File: src/rtl/key_injector.sv
// Types queued ASCII characters as PS/2 scancode events on ps2_key, holding each key
// for HOLD_CYCLES and spacing all other events by GAP_CYCLES, with shift wrapping.
module key_injector #(
  parameter int FIFO_DEPTH  = 16,
  parameter int HOLD_CYCLES = 2000000,
  parameter int GAP_CYCLES  = 2000000
) (
  input  logic        clk_sys,
  input  logic        reset_n,
  input  logic [7:0]  char_data,
  input  logic        char_valid,
  output logic        char_ready,
  input  logic        abort,
  output logic [10:0] ps2_key,
  output logic        busy,
  output logic        unsupported,
  output logic [2:0]  o_dbg_state
);

  localparam int AW   = $clog2(FIFO_DEPTH);
  localparam int MAXW = (HOLD_CYCLES > GAP_CYCLES) ? HOLD_CYCLES : GAP_CYCLES;
  localparam int WW   = $clog2(MAXW + 1);
  localparam logic [WW-1:0] HOLD_LD    = WW'(HOLD_CYCLES - 1);
  localparam logic [WW-1:0] GAP_LD     = WW'(GAP_CYCLES - 1);
  localparam logic [7:0]    SHIFT_CODE = 8'h12;

  typedef enum logic [2:0] {
    S_IDLE, S_SHIFT_DN, S_KEY_DN, S_KEY_UP, S_SHIFT_UP, S_WAIT
  } state_t;

  logic [7:0]    r_mem [FIFO_DEPTH];
  logic [AW-1:0] r_wr_ptr;
  logic [AW-1:0] r_rd_ptr;
  logic [AW:0]   r_count;
  logic          r_ready_en;
  state_t        r_state;
  logic [WW-1:0] r_wait;
  logic [7:0]    r_code;
  logic          r_shift;
  logic          r_abort_seq;
  logic [10:0]   r_ps2;
  logic          r_unsup;

  logic       w_full;
  logic       w_empty;
  logic       w_push;
  logic       w_pop;
  logic [7:0] w_head;
  logic [7:0] w_fold;
  logic       w_map_ok;
  logic       w_map_shift;
  logic [7:0] w_map_code;

  // Handshake: a character transfers on any edge where char_valid and char_ready are both 1.
  assign w_full     = (r_count == (AW+1)'(FIFO_DEPTH));
  assign w_empty    = (r_count == '0);
  assign char_ready = r_ready_en & reset_n & ~w_full & ~abort;
  assign w_push     = char_valid & char_ready;
  assign w_pop      = (r_state == S_IDLE) & ~w_empty & ~abort;
  assign w_head     = r_mem[r_rd_ptr];

  assign busy        = ~w_empty | (r_state != S_IDLE);
  assign ps2_key     = r_ps2;
  assign unsupported = r_unsup;
  assign o_dbg_state = r_state;

  always_ff @(posedge clk_sys) begin
    if (!reset_n) begin
      r_wr_ptr   <= '0;
      r_rd_ptr   <= '0;
      r_count    <= '0;
      r_ready_en <= 1'b0;
    end else begin
      r_ready_en <= 1'b1;
      if (abort) begin
        r_wr_ptr <= '0;
        r_rd_ptr <= '0;
        r_count  <= '0;
      end else begin
        if (w_push) begin
          r_mem[r_wr_ptr] <= char_data;
          r_wr_ptr        <= r_wr_ptr + AW'(1);
        end
        if (w_pop) r_rd_ptr <= r_rd_ptr + AW'(1);
        case ({w_push, w_pop})
          2'b10:   r_count <= r_count + (AW+1)'(1);
          2'b01:   r_count <= r_count - (AW+1)'(1);
          default: r_count <= r_count;
        endcase
      end
    end
  end

  // Lower-case letters share the scancode of their upper-case form.
  always_comb begin
    w_fold      = w_head;
    w_map_ok    = 1'b1;
    w_map_shift = 1'b0;
    w_map_code  = 8'h00;
    if (w_head >= 8'h61 && w_head <= 8'h7A) w_fold = w_head & 8'hDF;
    case (w_fold)
      8'h41: w_map_code = 8'h1C;  8'h42: w_map_code = 8'h32;  8'h43: w_map_code = 8'h21;
      8'h44: w_map_code = 8'h23;  8'h45: w_map_code = 8'h24;  8'h46: w_map_code = 8'h2B;
      8'h47: w_map_code = 8'h34;  8'h48: w_map_code = 8'h33;  8'h49: w_map_code = 8'h43;
      8'h4A: w_map_code = 8'h3B;  8'h4B: w_map_code = 8'h42;  8'h4C: w_map_code = 8'h4B;
      8'h4D: w_map_code = 8'h3A;  8'h4E: w_map_code = 8'h31;  8'h4F: w_map_code = 8'h44;
      8'h50: w_map_code = 8'h4D;  8'h51: w_map_code = 8'h15;  8'h52: w_map_code = 8'h2D;
      8'h53: w_map_code = 8'h1B;  8'h54: w_map_code = 8'h2C;  8'h55: w_map_code = 8'h3C;
      8'h56: w_map_code = 8'h2A;  8'h57: w_map_code = 8'h1D;  8'h58: w_map_code = 8'h22;
      8'h59: w_map_code = 8'h35;  8'h5A: w_map_code = 8'h1A;
      8'h30: w_map_code = 8'h45;  8'h31: w_map_code = 8'h16;  8'h32: w_map_code = 8'h1E;
      8'h33: w_map_code = 8'h26;  8'h34: w_map_code = 8'h25;  8'h35: w_map_code = 8'h2E;
      8'h36: w_map_code = 8'h36;  8'h37: w_map_code = 8'h3D;  8'h38: w_map_code = 8'h3E;
      8'h39: w_map_code = 8'h46;
      8'h20: w_map_code = 8'h29;  8'h0D: w_map_code = 8'h5A;  8'h08: w_map_code = 8'h66;
      8'h1B: w_map_code = 8'h76;  8'h2C: w_map_code = 8'h41;  8'h2E: w_map_code = 8'h49;
      8'h2F: w_map_code = 8'h4A;  8'h3B: w_map_code = 8'h4C;  8'h2D: w_map_code = 8'h4E;
      8'h3D: w_map_code = 8'h55;  8'h27: w_map_code = 8'h52;
      8'h21: begin w_map_shift = 1'b1; w_map_code = 8'h16; end
      8'h22: begin w_map_shift = 1'b1; w_map_code = 8'h52; end
      8'h28: begin w_map_shift = 1'b1; w_map_code = 8'h46; end
      8'h29: begin w_map_shift = 1'b1; w_map_code = 8'h45; end
      8'h2A: begin w_map_shift = 1'b1; w_map_code = 8'h3E; end
      8'h2B: begin w_map_shift = 1'b1; w_map_code = 8'h55; end
      8'h3A: begin w_map_shift = 1'b1; w_map_code = 8'h4C; end
      8'h3C: begin w_map_shift = 1'b1; w_map_code = 8'h41; end
      8'h3E: begin w_map_shift = 1'b1; w_map_code = 8'h49; end
      8'h3F: begin w_map_shift = 1'b1; w_map_code = 8'h4A; end
      8'h40: begin w_map_shift = 1'b1; w_map_code = 8'h1E; end
      8'h26: begin w_map_shift = 1'b1; w_map_code = 8'h3D; end
      default: w_map_ok = 1'b0;
    endcase
  end

  // Each wait loads N-1 and the next action fires on the edge the counter is seen at 0.
  // r_abort_seq marks a release sequence started by abort, which skips the final WAIT.
  always_ff @(posedge clk_sys) begin
    if (!reset_n) begin
      r_state     <= S_IDLE;
      r_wait      <= '0;
      r_code      <= 8'h00;
      r_shift     <= 1'b0;
      r_abort_seq <= 1'b0;
      r_ps2       <= 11'h000;
      r_unsup     <= 1'b0;
    end else begin
      r_unsup <= 1'b0;
      case (r_state)
        S_IDLE: begin
          r_abort_seq <= 1'b0;
          if (w_pop) begin
            if (!w_map_ok) begin
              r_unsup <= 1'b1;
            end else begin
              r_code  <= w_map_code;
              r_shift <= w_map_shift;
              r_wait  <= '0;
              r_state <= w_map_shift ? S_SHIFT_DN : S_KEY_DN;
            end
          end
        end
        S_SHIFT_DN: begin
          if (abort) begin
            r_state <= S_IDLE;
          end else begin
            r_ps2   <= {~r_ps2[10], 1'b1, 1'b0, SHIFT_CODE};
            r_wait  <= GAP_LD;
            r_state <= S_KEY_DN;
          end
        end
        S_KEY_DN: begin
          if (abort) begin
            if (r_shift) r_ps2 <= {~r_ps2[10], 1'b0, 1'b0, SHIFT_CODE};
            r_state <= S_IDLE;
          end else if (r_wait != '0) begin
            r_wait <= r_wait - WW'(1);
          end else begin
            r_ps2   <= {~r_ps2[10], 1'b1, 1'b0, r_code};
            r_wait  <= HOLD_LD;
            r_state <= S_KEY_UP;
          end
        end
        S_KEY_UP: begin
          if (abort || r_wait == '0) begin
            r_ps2  <= {~r_ps2[10], 1'b0, 1'b0, r_code};
            r_wait <= GAP_LD;
            if (r_shift) begin
              r_abort_seq <= abort;
              r_state     <= S_SHIFT_UP;
            end else begin
              r_state <= abort ? S_IDLE : S_WAIT;
            end
          end else begin
            r_wait <= r_wait - WW'(1);
          end
        end
        S_SHIFT_UP: begin
          if ((abort && !r_abort_seq) || r_wait == '0) begin
            r_ps2   <= {~r_ps2[10], 1'b0, 1'b0, SHIFT_CODE};
            r_wait  <= GAP_LD;
            r_state <= (abort || r_abort_seq) ? S_IDLE : S_WAIT;
          end else begin
            r_wait <= r_wait - WW'(1);
          end
        end
        S_WAIT: begin
          if (abort || r_wait == '0) r_state <= S_IDLE;
          else                       r_wait  <= r_wait - WW'(1);
        end
        default: r_state <= S_IDLE;
      endcase
    end
  end

endmodule

File: config.mk
export PLATFORM = sky130hd
export DESIGN_NAME = key_injector
export DESIGN_NICKNAME = d
export VERILOG_FILES = /design/src/rtl/key_injector.sv
export SDC_FILE = /design/constraint.sdc
export NUM_CORES = 1
export LEC_CHECK = 0
export ABC_CLOCK_PERIOD_IN_PS = 4910
export BUFFER_PORTS_ARGS = -buffer_cell sky130_fd_sc_hd__buf_2
export CAP_MARGIN = 30
export CORE_ASPECT_RATIO = 2
export CORE_MARGIN = 10
export CORE_UTILIZATION = 27
export CTS_BUF_LIST = sky130_fd_sc_hd__clkbuf_4
export DETAILED_ROUTE_END_ITERATION = 10
export GPL_TIMING_DRIVEN = 0
export PLACE_DENSITY_LB_ADDON = 0.2
export SETUP_SLACK_MARGIN = 0.02
export SYNTH_ARGS = -nofsm -noshare
export SYNTH_HDL_FRONTEND = slang
export SYNTH_SLANG_ARGS = --single-unit
File: constraint.sdc
create_clock -name clk_sys -period 4.91 [get_ports clk_sys]
set_input_delay 0.7365 -clock clk_sys [delete_from_list [all_inputs] [get_ports clk_sys]]
set_output_delay 0.7365 -clock clk_sys [all_outputs]
set_load 0.02 [all_outputs]
==> metrics.md <==
| Metric | Value |
|---|---|
| GPL Wtd Cong | `0.962` |
| Final Max Tran Viols | `0` |
| Slowest cell on the critical path | `mux2_2` |
| Clock Tree Root | `clkbuf_4` |
| Buf/Inv on CP | `4` |
| Initial Utilization | `27.4%` |
| Top delay family on crit path | `compound AO/OA/AOI/OAI gates` |
| Area contributors post-synth | `edfxtp_1 (40%), dfxtp_1 (13%), mux4_2 (5.2%)` |
| Crit path depth | `14` |
| Unique masters post-synth | `93` |
| Reg clk slew, reported paths | `0.16 ns` |
| Mapped cell area | `9610 um2` |
| Worst path max stage delay | `0.43 ns` |
| Leak pwr | `3.48 nW` |
| Post-synth EDFFs | `128` |
| Number of global-route vias before repair | `7523` |
| Worst Tran Pin Value | `1.04 ns` |
| Initial antenna violation count | `1` |
| CP Launch Type | `flip-flop` |
| Die Y | `287 um` |
| Worst-path cell chain | `buf_2 > buf_4 > buf_2 > mux4_2 > a22oi_1 > nand3_4 > nor2_4 > nand2_1 > o211ai_2 > mux2_2 > o31ai_4 > buf_6 > mux2i_1 > nor2_1` |
| Via count of the routed design | `7142` |
| Register area share after synthesis | `52.7%` |
| Setup violations, final | `0` |
| Hold Path Class | `input port to flip-flop` |
| Commonest non-fill, non-tap cell in the layout | `edfxtp_1` |
| Core Footprint | `35100 um2` |
| First-pass GRT wire length | `46.1 mm` |
| CTS tree | `built` |
| Final Hold Vio Count | `0` |
| DP Cell Count | `1340` |
| Synth area leader | `edfxtp_1` |
| Cell mode on critical path | `buf_2` |
| Num rows | `97` |
| Minimum clock period | `4.44 ns` |
| DRT iter0 DRCs | `413` |
| Num CTS Buffers | `17` |
| Fillers | `3562` |
| Ports | `29` |
| Skew-Pair Late Insertion Delay | `0.62 ns` |
| Die W | `153 um` |
| Crit path kind | `flip-flop to flip-flop` |
| Reg2reg setup slack | `0.47 ns` |
| Fmax | `225 MHz` |
| Detailed placer's ending HPWL | `23.0 mm` |
| Max FO, Critical Path | `10` |
| Die footprint | `44000 um2` |
| Most frequent cells in the layout | `edfxtp_1 (128), nand2_1 (96), nor2_1 (80)` |
| Layout cells sized above 1 | `17.4%` |
| PD cells | `364 nW/um2` |
| WP data arrival | `4.96 ns` |
| # resized after CTS | `0` |
| Final ANT Viol Nets | `0` |
| DRT Wirelength | `30.0 mm` |
| Avg Vias per Cell | `5.20` |
| CTS Buffer Depth | `2` |
| Period utilization | `90.5%` |
| Drc violations | `0` |
| Synthesized netlist cell count | `854` |
| Post-route setup TNS | `0 ns` |
| VDD IR max | `0.000210 V` |
| Layout Nets | `937` |
| Clock sinks | `189` |
| Reg2Reg Depth | `14` |
| Gr ovfl total | `0` |
| Port Buffers | `26` |
| Hold bufs inserted after CTS | `0` |
| Synth Warn # | `0` |
| Setup Buffers After CTS | `0` |
| Final std cells w/o fill | `1373` |
| Largest net degree at the start of global routing | `17` |
| Synthesized flop and latch total | `189` |
| Crit end category | `flip-flop` |
| Most used flip-flop cell after synthesis | `edfxtp_1` |
| First-pass DRT Iterations | `5` |
| Max-cap violations | `0` |
| Post-synth ARST share | `0%` |
| Total GRT Usage | `13.7%` |
| Slew headroom | `29.1%` |
| Syn_area_per_cell | `11.3 um2` |
| H-tree levels | `4` |
| DR WL/cell | `21.9 um` |
| Hold-critical path depth | `1` |
| Worst Path Required | `5.43 ns` |
| RSZ-0062 raised after global routing | `no` |
| Status | `finished, final reports clean` |
| Worst-case clock skew | `0.0297 ns` |
| Synth top area share | `40.0%` |
| Synth-to-Final Area Change | `11.3%` |
-- area by class of cell --
class                   instances  area, um2  share of cell area (%)
diodes                          1       2.50                  0.0234
plain buffers                  57        330                    3.09
clock buffers                  18        135                    1.26
clock inverters                14        119                    1.11
inverters                      21       78.8                   0.737
multi-input cells             588       4160                    38.9
flip-flops and latches        189       5060                    47.4
well taps                     445        557                    5.21
repair buffers                 40        250                    2.34
-- cell families (layout without fill, tap and decap cells) --
kind of cell,Yosys count,in the layout,share of synthesized area [%]
other,1,3,0.0390
AO/OA/AOI/OAI,204,204,14.6
buffers and inverters,78,150,4.26
multiplexers,39,39,8.32
AND/OR/NAND/NOR,312,312,16.8
flip-flops,189,189,52.7
XOR/XNOR,20,20,1.82
adder cells (fa/ha/maj),11,11,1.51
-- worst reg2reg max path: stages, from the launching register on --
cell	delay, ns
dfxtp_1	0.34
buf_2	0.20
buf_4	0.25
buf_2	0.34
mux4_2	0.38
a22oi_1	0.30
nand3_4	0.22
nor2_4	0.27
nand2_1	0.33
o211ai_2	0.39
mux2_2	0.43
o31ai_4	0.42
buf_6	0.21
mux2i_1	0.19
nor2_1	0.05
-- registers in the layout, indices dropped and copies added (netlist names), named ones only --
register,flops
r_mem,128
r_abort_seq,1
ps2_key,9
r_wr_ptr,4
r_count,5
r_wait,21
o_dbg_state,3
r_shift,1
r_rd_ptr,4
r_code,7
r_ready_en,1
unsupported,1
-- cells in the mapped netlist, drive strengths merged, types with 3 or more instances --
library cell,count
nor2b,9
o32ai,3
a31o,4
mux2,3
mux4,30
a32oi,4
a21o,4
a31oi,5
dfxtp,61
nor3,29
buf,28
o21ai,42
edfxtp,128
o22ai,11
and2,5
xnor2,9
ha,10
nand2b,7
and3,3
and4,5
a21boi,3
o221a,4
a211oi,14
nand2,97
o31ai,5
o41ai,3
nand3,26
clkbuf,29
nor2,82
nand4,14
a21oi,55
o211ai,10
o21a,4
mux2i,6
a311oi,6
nor3b,4
inv,20
nor4,15
xor2,11
a22oi,5
-- final timing paths --
kind                      to       start
hold reg to reg   ps2_key[9]  ps2_key[9]
setup reg to reg   r_code[0]   flip-flop
setup / recovery   r_code[0]   flip-flop
hold / removal    r_ready_en     reset_n
-- metrics by stage --
| step | utilization [%] | worst slack, ns | instance area, um2 | hold WS [ns] | total power [mW] |
|---|---|---|---|---|---|
| 2_1_floorplan | - | 1.30 | 9610 | 0.432 | 2.71 |
| 3_3_place_gp | 29.4 | 0.410 | 10300 | 0.442 | 3.10 |
| 3_5_place_dp | 29.8 | 0.462 | 10400 | 0.446 | 3.10 |
| 4_1_cts | 30.5 | 0.436 | 10700 | 0.260 | 3.94 |
| 5_1_grt | 30.5 | 0.272 | 10700 | 0.266 | 4.15 |
| 6_report | 30.5 | 0.468 | 10700 | 0.325 | 3.89 |
-- metal layers --
metal	wire length (um)	vias to the layer above	GRT usage, %
met1	9940	3500	12.1
met3	862	73	2.35
met5	0	-	0
li1	-	3379	-
met2	17800	190	28.0
met4	1410	0	7.02
-- power by group --
group,leakage [nW],internal (mW),switching [mW]
combinational,1.70,0.398,0.875
clock,0.137,0.257,0.562
sequential,1.64,1.75,0.0513
total,3.48,2.40,1.49
No activity file was read; power rests on OpenSTA's default activity.
